`src/rtl/branch_sequencer.sv`:
```
// -----------------------------------------------------------------------------
// branch_sequencer
//   Sequences one branch/non-branch instruction at a time through a three-state
//   FSM (IDLE -> EVAL -> COMMIT) and maintains the program counter.
//   IDLE accepts an instruction. EVAL resolves the branch condition, using the
//   incoming ALU flags when they arrive that cycle and the flag register
//   otherwise. COMMIT loads the new pc and pulses pc_update.
//
// Ports
//   clk, rst          : clock, synchronous active-high reset
//   instr_valid/ready : instruction handshake (ready only in IDLE, not stalled)
//   op_code, offset   : opcode and signed word offset of the instruction
//   rs_value          : register operand, target of br
//   flags_valid       : one-cycle strobe qualifying sign/carry/zero
//   sign, carry, zero : ALU result flags
//   stall             : freezes the FSM and every register while high
//   pc                : registered program counter
//   pc_update, taken  : commit pulse and its taken qualifier
//   link_we, link_data: link-register write strobe and return address (bl)
//   busy              : FSM is not in IDLE
// -----------------------------------------------------------------------------
module branch_sequencer #(
  parameter logic [31:0] RESET_PC = 32'h0000_0000,
  parameter int          OFFSET_W = 16
) (
  input  logic                clk,
  input  logic                rst,
  input  logic                instr_valid,
  output logic                instr_ready,
  input  logic [5:0]          op_code,
  input  logic [OFFSET_W-1:0] offset,
  input  logic [31:0]         rs_value,
  input  logic                flags_valid,
  input  logic                sign,
  input  logic                carry,
  input  logic                zero,
  input  logic                stall,
  output logic [31:0]         pc,
  output logic                pc_update,
  output logic                taken,
  output logic                link_we,
  output logic [31:0]         link_data,
  output logic                busy
);

  localparam logic [5:0] OP_B    = 6'b000111;
  localparam logic [5:0] OP_BL   = 6'b001000;
  localparam logic [5:0] OP_BCY  = 6'b001001;
  localparam logic [5:0] OP_BNCY = 6'b001010;
  localparam logic [5:0] OP_BLTZ = 6'b001011;
  localparam logic [5:0] OP_BZ   = 6'b001100;
  localparam logic [5:0] OP_BNZ  = 6'b001101;
  localparam logic [5:0] OP_BR   = 6'b001110;

  typedef enum logic [1:0] {
    IDLE   = 2'd0,
    EVAL   = 2'd1,
    COMMIT = 2'd2
  } state_t;

  state_t r_state;
  state_t w_state_nxt;

  logic                r_s, r_c, r_z;
  logic [5:0]          r_op;
  logic [OFFSET_W-1:0] r_offset;
  logic [31:0]         r_rs;
  logic [31:0]         r_pc;
  logic [31:0]         r_pc_lat;
  logic [31:0]         r_next_pc;
  logic                r_taken;
  logic                r_is_bl;

  logic                w_hs;
  logic                w_s, w_c, w_z;
  logic                w_taken;
  logic [31:0]         w_pc_plus4;
  logic [31:0]         w_off_sext;
  logic [31:0]         w_target;

  // ---------------------------------------------------------------------------
  // FSM state register
  // ---------------------------------------------------------------------------
  // NOTE: every clocked block uses non-blocking (<=) so all registers sample the
  // values from before the edge, independent of block ordering.
  always_ff @(posedge clk) begin
    if (rst)
      r_state <= IDLE;
    else if (!stall)
      r_state <= w_state_nxt;
  end

  // ---------------------------------------------------------------------------
  // Next-state and FSM-driven outputs
  // ---------------------------------------------------------------------------
  // NOTE: every signal driven here gets a default first; a path that skips an
  // assignment would otherwise infer a latch.
  always_comb begin
    w_state_nxt = r_state;
    instr_ready = 1'b0;
    pc_update   = 1'b0;
    unique case (r_state)
      IDLE: begin
        instr_ready = !stall && !rst;
        if (instr_valid)
          w_state_nxt = EVAL;
      end
      EVAL:   w_state_nxt = COMMIT;
      COMMIT: begin
        // rst gates the pulse so a reset in COMMIT discards the instruction.
        pc_update   = !stall && !rst;
        w_state_nxt = IDLE;
      end
      default: w_state_nxt = IDLE;
    endcase
  end

  assign w_hs      = instr_valid && instr_ready;
  assign taken     = pc_update && r_taken;
  assign link_we   = pc_update && r_is_bl;
  assign link_data = link_we ? r_pc_lat + 32'd4 : 32'd0;
  assign busy      = (r_state != IDLE);
  assign pc        = r_pc;

  // ---------------------------------------------------------------------------
  // Branch decision (evaluated while in EVAL)
  // ---------------------------------------------------------------------------
  // Fresh flags arriving in the EVAL cycle take precedence over the register.
  assign w_s = flags_valid ? sign  : r_s;
  assign w_c = flags_valid ? carry : r_c;
  assign w_z = flags_valid ? zero  : r_z;

  always_comb begin
    w_taken = 1'b0;
    unique case (r_op)
      OP_BLTZ:            w_taken = w_s && !w_z;
      OP_BZ:              w_taken = !w_s && w_z;
      OP_BNZ:             w_taken = !w_z;
      OP_BNCY:            w_taken = !w_c;
      OP_BCY:             w_taken = w_c;
      OP_B, OP_BL, OP_BR: w_taken = 1'b1;
      default:            w_taken = 1'b0;
    endcase
  end

  assign w_pc_plus4 = r_pc_lat + 32'd4;
  assign w_off_sext = {{(32-OFFSET_W){r_offset[OFFSET_W-1]}}, r_offset};
  assign w_target   = !w_taken      ? w_pc_plus4 :
                      (r_op == OP_BR) ? r_rs :
                                        w_pc_plus4 + (w_off_sext << 2);

  // ---------------------------------------------------------------------------
  // Datapath registers
  // ---------------------------------------------------------------------------
  // NOTE: the latched instruction fields are reset too; they are few and a
  // known value keeps the decision logic free of X after reset.
  always_ff @(posedge clk) begin
    if (rst) begin
      r_pc      <= RESET_PC;
      r_s       <= 1'b0;
      r_c       <= 1'b0;
      r_z       <= 1'b0;
      r_op      <= '0;
      r_offset  <= '0;
      r_rs      <= '0;
      r_pc_lat  <= '0;
      r_next_pc <= '0;
      r_taken   <= 1'b0;
      r_is_bl   <= 1'b0;
    end else if (!stall) begin
      if (flags_valid) begin
        r_s <= sign;
        r_c <= carry;
        r_z <= zero;
      end
      if (w_hs) begin
        r_op     <= op_code;
        r_offset <= offset;
        r_rs     <= rs_value;
        r_pc_lat <= r_pc;
      end
      if (r_state == EVAL) begin
        r_taken   <= w_taken;
        r_next_pc <= w_target;
        r_is_bl   <= (r_op == OP_BL);
      end
      if (r_state == COMMIT)
        r_pc <= r_next_pc;
    end
  end

endmodule

```
`config.mk`:
```
export PLATFORM = sky130hd
export DESIGN_NAME = branch_sequencer
export DESIGN_NICKNAME = d
export VERILOG_FILES = /design/src/rtl/branch_sequencer.sv
export SDC_FILE = /design/constraint.sdc
export NUM_CORES = 1
export LEC_CHECK = 0
export ABC_CLOCK_PERIOD_IN_PS = 5300
export CELL_PAD_IN_SITES_DETAIL_PLACEMENT = 0
export CELL_PAD_IN_SITES_GLOBAL_PLACEMENT = 2
export CORE_AREA = 2 2 164 166
export CTS_CLUSTER_DIAMETER = 60
export DETAILED_ROUTE_END_ITERATION = 8
export DIE_AREA = 0 0 166 168
export HOLD_SLACK_MARGIN = 0.02
export PLACE_DENSITY_LB_ADDON = 0.1
export SLEW_MARGIN = 20
export SYNTH_ARGS = -nofsm -noshare
export SYNTH_HDL_FRONTEND = slang
export SYNTH_SLANG_ARGS = --single-unit
export TNS_END_PERCENT = 5
```
`constraint.sdc`:
```
create_clock -name clk -period 5.3 [get_ports clk]
set_clock_uncertainty 0.1 [all_clocks]
set_input_delay 1.06 -clock clk [delete_from_list [all_inputs] [get_ports clk]]
set_output_delay 1.06 -clock clk [all_outputs]
set_load 0.005 [all_outputs]
```
==> impl_metrics.env, run 1 <==
export IMPL_hold_path_endpoint="pc[24]$_SDFFE_PP0P_"
export IMPL_h_tree_depth=4
export IMPL_cts_sink_count=157
export IMPL_postLayoutCellArea_um2=10700
export IMPL_proportion_of_register_bits_with_asynchronous_set_or_reset_after_synthesis=0
export IMPL_number_of_buffers_inserted_during_clock_tree_synthesis=17
export IMPL_placement_io_buffers=130
export IMPL_worst_endpoint_required_ns=4.14
export IMPL_worst_hold_path_num_cells=2
export IMPL_drtIter0Drc=493
export IMPL_net_count_synth=1248
export IMPL_antenna_found_initial=0
export IMPL_timing_critical_path_slowest_cell_delay_ns=0.49
export IMPL_post_synth_num_cell_types=66
export IMPL_final_nets=1347
export IMPL_final_max_slew_violation_count=0
export IMPL_grt_setup_unrepaired="no"
export IMPL_yosys_most_used_dff="sky130_fd_sc_hd__dfxtp_1"
export IMPL_hold_path_startpoint="r_next_pc[24]$_SDFFE_PP0P_"
export IMPL_yosysMostFrequentCell="sky130_fd_sc_hd__nand2_1"
export IMPL_setup_tns_final_ns=0
export IMPL_max_clock_freq_mhz=221
export IMPL_yosys_register_bits=157
export IMPL_final_period_utilization=0.854
export IMPL_timing_worst_slew_pin_value_ns=1.07
export IMPL_final_layout_size_suffix_gt1_frac=0.0604
export IMPL_slowest_stage="sky130_fd_sc_hd__clkdlybuf4s50_1"
export IMPL_syn_instance_count=1148
export IMPL_routabilityCongestion=0.866
export IMPL_cts_hold_buffers_added=0
export IMPL_status="completed"
export IMPL_cell_area_synth_um2=8530
export IMPL_crit_path_class="in2out"
export IMPL_post_cts_resized=0
export IMPL_cts_root_to_sink_buffers=2
export IMPL_origin_of_the_critical_flop_to_flop_path="r_pc_lat[2]$_SDFFE_PP0P_"
export IMPL_maxCapViolations=0
export IMPL_die_y_um=168
export IMPL_fillers=2788
export IMPL_drt_wirelength_per_cell_um=18.1
export IMPL_yosysWarnings=0
export IMPL_p_leak_nw=3.90
export IMPL_clkSlewWorstSetupHoldPaths_ns=0.06
export IMPL_iteration_count_of_the_initial_detailed_routing_pass=5
export IMPL_holdCritPathClass="reg2reg"
export IMPL_timing_rr_end="r_next_pc[25]$_SDFFE_PP0P_"
export IMPL_regToRegSetupSlack_ns=1.14
export IMPL_reg2regPathDepth=13
export IMPL_final_hold_viol_count=0
export IMPL_post_drt_via_cell_ratio=5.15
export IMPL_global_route_wire_length_before_repair_mm=45.9
export IMPL_power_density_over_the_cells_nw_per_um2=254
export IMPL_postCtsSetupBuffers=0
export IMPL_core_um2=26400
export IMPL_grt_max_degree=87
export IMPL_grtUsageTotal=0.209
export IMPL_synthesis_area_per_instance_um2=7.43
export IMPL_synth_area_top_cells="sky130_fd_sc_hd__dfxtp_1 (37%), sky130_fd_sc_hd__nand2_1 (14%), sky130_fd_sc_hd__a21oi_1 (9.9%)"
export IMPL_post_synth_most_frequent_cells="sky130_fd_sc_hd__nand2_1 (307), sky130_fd_sc_hd__a21oi_1 (168), sky130_fd_sc_hd__dfxtp_1 (157)"
export IMPL_path_max_fanout=20
export IMPL_crit_chain="clkdlybuf4s50_1, buf_4, or3b_2, nor2_1, nand2_1, inv_1, buf_4, and2_1, clkdlybuf4s50_1"
export IMPL_irDropWorstVdd_mv=0.150
export IMPL_placed_cell_area_um2=10100
export IMPL_std_cell_rows=60
export IMPL_detailedPlacementHpwl_mm=20.5
export IMPL_synth_top_cell_by_area="sky130_fd_sc_hd__dfxtp_1"
export IMPL_tot_pwr_mw=2.72
export IMPL_setup_worst_path_end_class="output port"
export IMPL_remaining_max_slew_budget_at_the_tightest_pin=0.286
export IMPL_cts_tree="done"
export IMPL_worstSetupStartpointType="primary input"
export IMPL_initial_utilization=0.324
export IMPL_area_growth_syn_to_layout_pct=26.0
export IMPL_route_antenna_remaining_nets=0
export IMPL_die_area_um2=27900
export IMPL_synth_edff_count=0
export IMPL_num_vias=8253
export IMPL_cp_data_arrival_time_ns=3.37
export IMPL_die_x_um=166
export IMPL_setup_violations=0
export IMPL_routed_wirelength_mm=29.0
export IMPL_worstSkewPairLatency_ns=0.44
export IMPL_synthDominantCellAreaShare=0.368
export IMPL_critPathLaunch="stall"
export IMPL_grt_overflow_total=0
export IMPL_sequential_cell_area_fraction_in_the_yosys_report=0.368
export IMPL_top_level_ports=131
export IMPL_finalWorstPathRequiredPeriod_ns=4.53
export IMPL_vias_in_the_first_global_route=7970
export IMPL_route_detailed_drc=0
export IMPL_cts_root_buffer="sky130_fd_sc_hd__clkbuf_16"
## worst max-delay path, delay by kind of cell
kind                   cells  cell delay [ns]
AND/OR/NAND/NOR            4             0.89
buffers and inverters      5             1.39
## metal layers
metal	share of wire	global-route usage	up-vias
met1	0.50	0.296	3883
met4	0.012	0.0526	0
met2	0.45	0.335	161
met3	0.034	0.0301	20
li1	-	-	4189
met5	0	0	-
## where the power goes
part	switching (mW)	internal, mW
Sequential	0.0218	1.21
Clock	0.563	0.712
Combinational	0.128	0.0923
## flip-flops by register name (all words and copies together) (netlist names), 2 cells and up
signal / cells
r_state: 2
r_pc_lat: 32
r_offset: 16
pc: 32
r_rs: 32
r_next_pc: 32
r_op: 6
## cell usage in the layout (no fill, tap or decap), types with 3 or more instances in the layout
master	instances
sky130_fd_sc_hd__a211o_1	3
sky130_fd_sc_hd__a211oi_1	20
sky130_fd_sc_hd__a21o_1	6
sky130_fd_sc_hd__a21oi_1	168
sky130_fd_sc_hd__a22oi_1	6
sky130_fd_sc_hd__a311oi_1	6
sky130_fd_sc_hd__a31o_2	3
sky130_fd_sc_hd__a31oi_1	7
sky130_fd_sc_hd__and2_1	23
sky130_fd_sc_hd__and3_1	12
sky130_fd_sc_hd__and3_2	3
sky130_fd_sc_hd__and4_1	5
sky130_fd_sc_hd__buf_4	24
sky130_fd_sc_hd__clkbuf_16	17
sky130_fd_sc_hd__clkdlybuf4s50_1	129
sky130_fd_sc_hd__dfxtp_1	157
sky130_fd_sc_hd__ha_1	37
sky130_fd_sc_hd__inv_1	19
sky130_fd_sc_hd__inv_6	7
sky130_fd_sc_hd__inv_8	3
sky130_fd_sc_hd__mux2i_1	6
sky130_fd_sc_hd__nand2_1	306
sky130_fd_sc_hd__nand3_1	23
sky130_fd_sc_hd__nand4_1	18
sky130_fd_sc_hd__nor2_1	67
sky130_fd_sc_hd__nor2b_1	6
sky130_fd_sc_hd__nor3_1	14
sky130_fd_sc_hd__nor4_1	3
sky130_fd_sc_hd__o211ai_1	17
sky130_fd_sc_hd__o21a_1	3
sky130_fd_sc_hd__o21ai_0	28
sky130_fd_sc_hd__o21bai_1	3
sky130_fd_sc_hd__o221ai_1	9
sky130_fd_sc_hd__o22ai_1	3
sky130_fd_sc_hd__o31ai_1	5
sky130_fd_sc_hd__or2_2	3
sky130_fd_sc_hd__or3_1	3
sky130_fd_sc_hd__xnor2_1	31
sky130_fd_sc_hd__xor2_1	16
## worst max-delay path by stage
stage                          to  slack, ns  depth (start not counted)
finish              link_data[17]       0.77                          9
global route        link_data[15]       0.65                          9
CTS                 link_data[28]       0.75                          9
detailed placement  link_data[28]       0.75                          9
global placement    link_data[28]       0.79                          9
floorplan           link_data[19]       1.60                          7
## stage by stage
step	hold WS [ns]	setup slack, ns	util	cells
after floorplan	0.329	1.60	-	1148
after global placement	0.341	0.786	0.385	1569
after detailed placement	0.345	0.754	0.385	1569
after CTS	0.354	0.751	0.408	1600
after global routing	0.368	0.647	0.408	1600
final	0.349	0.774	0.408	1601
## layout make-up
type,instances,area (µm²),share of cell area
inverter,19,71.3,0.00664
clock inverter,14,171,0.0160
clock buffer,17,425,0.0396
antenna,1,2.50,0.000233
tap,341,427,0.0397
timing repair buffer,153,1470,0.137
sequential,157,3140,0.292
multi-input combinational,899,5030,0.469
## kinds of logic (layout without fill, tap and decap cells)
logic type / count (synthesis) / after routing / synth area share
AO/OA/AOI/OAI: 301 / 301 / 0.211
XOR/XNOR: 48 / 48 / 0.0502
adder cells (fa/ha/maj): 38 / 38 / 0.0566
buffers and inverters: 92 / 203 / 0.0431
flip-flops: 157 / 157 / 0.368
multiplexers: 8 / 8 / 0.00968
other: 0 / 1 / 0
AND/OR/NAND/NOR: 504 / 504 / 0.261
Note: power is estimated with default switching activity, not from simulation.
==> run 2: changes to the inputs <==
--- a/config.mk
+++ b/config.mk
@@ -14,7 +14,6 @@
 export DIE_AREA = 0 0 166 168
 export HOLD_SLACK_MARGIN = 0.02
 export PLACE_DENSITY_LB_ADDON = 0.1
-export SLEW_MARGIN = 20
 export SYNTH_ARGS = -nofsm -noshare
 export SYNTH_HDL_FRONTEND = slang
 export SYNTH_SLANG_ARGS = --single-unit
==> constraint.sdc (replaced) <==
create_clock -name clk -period 5.3 [get_ports clk]
set_clock_uncertainty 0.1 [all_clocks]
set_input_delay 1.59 -clock clk [delete_from_list [all_inputs] [get_ports clk]]
set_output_delay 1.59 -clock clk [all_outputs]
set_load 0.005 [all_outputs]
==> run 2 against run 1 <==
Compared with the run above: first-iteration DRC count stayed put; fmax is 13% lower; core utilization about the same; sequential power barely moved; routed wire length hardly changed; clock-buffer cell count increased by 1; global-route usage decreased by 0.26 points; critical path type unchanged; largest cell class unchanged.
==> impl_metrics.env, run 2 (same netlist as run 1, synthesis figures left out) <==
export IMPL_status="completed"
export IMPL_preCtsSetupSlack_ns=-0.0931
export IMPL_routed_wirelength_mm=28.9
export IMPL_worst_endpoint_required_ns=3.61
export IMPL_drt_wirelength_per_cell_um=18.1
export IMPL_placed_cell_area_um2=10200
export IMPL_num_vias=8151
export IMPL_number_of_buffers_inserted_during_clock_tree_synthesis=17
export IMPL_hold_path_endpoint="pc[3]$_SDFFE_PP0P_"
export IMPL_irDropWorstVdd_mv=0.150
export IMPL_setup_violations=0
export IMPL_post_drt_via_cell_ratio=5.10
export IMPL_die_y_um=168
export IMPL_met2WireLength_mm=13.0
export IMPL_maxCapViolations=0
export IMPL_path_max_fanout=19
export IMPL_remaining_max_slew_budget_at_the_tightest_pin=0.402
export IMPL_holdCritPathClass="reg2reg"
export IMPL_worstSkewPairLatency_ns=0.44
export IMPL_worst_hold_path_num_cells=2
export IMPL_detailedPlacementHpwl_mm=20.4
export IMPL_top_level_ports=131
export IMPL_final_core_utilization=0.408
export IMPL_postCtsSetupBuffers=0
export IMPL_final_common_cell="sky130_fd_sc_hd__nand2_1"
export IMPL_final_max_slew_violation_count=0
export IMPL_grtUsageTotal=0.206
export IMPL_setup_worst_path_end_class="output port"
export IMPL_cts_sink_count=157
export IMPL_final_nets=1344
export IMPL_timing_rr_end="r_next_pc[26]$_SDFFE_PP0P_"
export IMPL_fillers=2774
export IMPL_layout_area_seq_um2=3140
export IMPL_grt_setup_unrepaired="no"
export IMPL_route_met3_wl_mm=1.01
export IMPL_final_layout_size_suffix_gt1_frac=0.0621
export IMPL_internal_power_mw=1.98
export IMPL_routabilityCongestion=0.852
export IMPL_postLayoutCellArea_um2=10800
export IMPL_cp_data_arrival_time_ns=3.53
export IMPL_crit_path_class="in2out"
export IMPL_std_cell_rows=60
export IMPL_num_antenna_cells=0
export IMPL_finalWorstPathRequiredPeriod_ns=5.22
export IMPL_layout_setup_ws_ns=0.0826
export IMPL_cts_tree="done"
export IMPL_cts_root_to_sink_buffers=2
export IMPL_p_leak_nw=3.90
export IMPL_vias_in_the_first_global_route=7923
export IMPL_placement_io_buffers=130
export IMPL_grt_max_degree=160
export IMPL_global_route_wire_length_before_repair_mm=45.5
export IMPL_regToRegSetupSlack_ns=1.11
export IMPL_core_um2=26400
export IMPL_worstSetupStartpointType="primary input"
export IMPL_drtIter0Drc=493
export IMPL_share_of_total_power_in_sequential_cells=0.455
export IMPL_power_switching_fraction=0.267
export IMPL_mostFrequentLayoutCells="sky130_fd_sc_hd__nand2_1 (305), sky130_fd_sc_hd__a21oi_1 (168), sky130_fd_sc_hd__dfxtp_1 (157)"
export IMPL_p_clk_frac=0.463
export IMPL_die_area_um2=27900
export IMPL_route_detailed_drc=0
export IMPL_iteration_count_of_the_initial_detailed_routing_pass=4
export IMPL_share_comb_of_total_power=0.082
export IMPL_area_growth_syn_to_layout_pct=26.1
export IMPL_final_period_utilization=0.984
export IMPL_origin_of_the_critical_flop_to_flop_path="r_pc_lat[2]$_SDFFE_PP0P_"
export IMPL_antenna_found_initial=0
export IMPL_die_x_um=166
export IMPL_h_tree_depth=4
export IMPL_netSwitchingPower_mw=0.719
export IMPL_multi_input_comb_area_um2=5040
export IMPL_highest_layer="met4"
export IMPL_cts_root_buffer="sky130_fd_sc_hd__clkbuf_16"
export IMPL_power_density_over_the_cells_nw_per_um2=251
export IMPL_grt_overflow_total=0
export IMPL_route_antenna_remaining_nets=0
export IMPL_routedLengthMet1_mm=14.7
export IMPL_timing_worst_slew_pin_value_ns=0.895
export IMPL_final_hold_viol_count=0
export IMPL_initial_utilization=0.324
export IMPL_hold_path_startpoint="r_next_pc[3]$_SDFFE_PP0P_"
export IMPL_max_clock_freq_mhz=192
export IMPL_reg2regPathDepth=14
export IMPL_clkSlewWorstSetupHoldPaths_ns=0.06
-- run 2: cell types whose count changed in the layout (fill, tap and decap cells not counted), sizes merged --
cell,delta
inv,-1
clkbuf,+1
bufinv,-1
buf,-3
clkinv,+2
diode,-1
clkdlybuf4s50,-2
dlygate4sd2,+2
-- run 2: per-stage QoR --
step | TNS (ns) | power, mW | cells | hold WS (ns)
after global placement | -0.562 | 1.48 | 1566 | 0.339
final | 0 | 2.70 | 1598 | 0.350
after CTS | 0 | 2.73 | 1598 | 0.352
after detailed placement | -1.09 | 1.48 | 1566 | 0.346
after floorplan | 0 | 1.37 | 1148 | 0.329
after global routing | 0 | 2.80 | 1598 | 0.370
-- run 2: final cells by class --
type                            count  share of cell area
Multi-Input combinational cell    899               0.469
Sequential cell                   157               0.292
Timing Repair Buffer              150               0.138
Clock buffer                       18              0.0408
Tap cell                          341              0.0397
Clock inverter                     14              0.0136
Inverter                           19             0.00663
-- run 2: per-layer routing --
layer | vias up | GRT usage
li1 | 4179 | -
met1 | 3824 | 0.294
met2 | 135 | 0.330
met3 | 13 | 0.0320
met4 | 0 | 0.0446
met5 | - | 0
-- run 2: power by group through the flow --
stage               Sequential (mW)  Clock [mW]  Combinational [mW]
floorplan                      1.25           0               0.127
global placement               1.26           0               0.223
detailed placement             1.26           0               0.224
CTS                            1.23        1.28               0.225
global route                   1.23        1.33               0.245
finish                         1.23        1.25               0.221
-- run 2: what timing repair did --
item | CTS | global route
resized for setup | 8 | 0
hold buffers | 0 | 0
hold endpoints to repair | 0 | 0
endpoints found under the setup margin | 23 | 0
-- run 2: how the worst max path moves through the flow --
stage	start	end	slack, ns	cells after the start
floorplan	stall	link_data[19]	0.54	7
global placement	stall	link_data[2]	-0.09	7
detailed placement	stall	link_data[2]	-0.09	7
CTS	stall	link_data[14]	0.08	8
global route	stall	link_data[15]	0.005	8
finish	stall	link_data[11]	0.08	8
-- run 2: critical path, stage by stage --
cell and delay [ns]:
sky130_fd_sc_hd__clkdlybuf4s50_1 0.42, sky130_fd_sc_hd__or3b_4 0.41, sky130_fd_sc_hd__nor2_2 0.12, sky130_fd_sc_hd__nand2_2 0.10, sky130_fd_sc_hd__inv_2 0.09, sky130_fd_sc_hd__buf_12 0.15, sky130_fd_sc_hd__and2_1 0.13, sky130_fd_sc_hd__clkdlybuf4s50_1 0.50
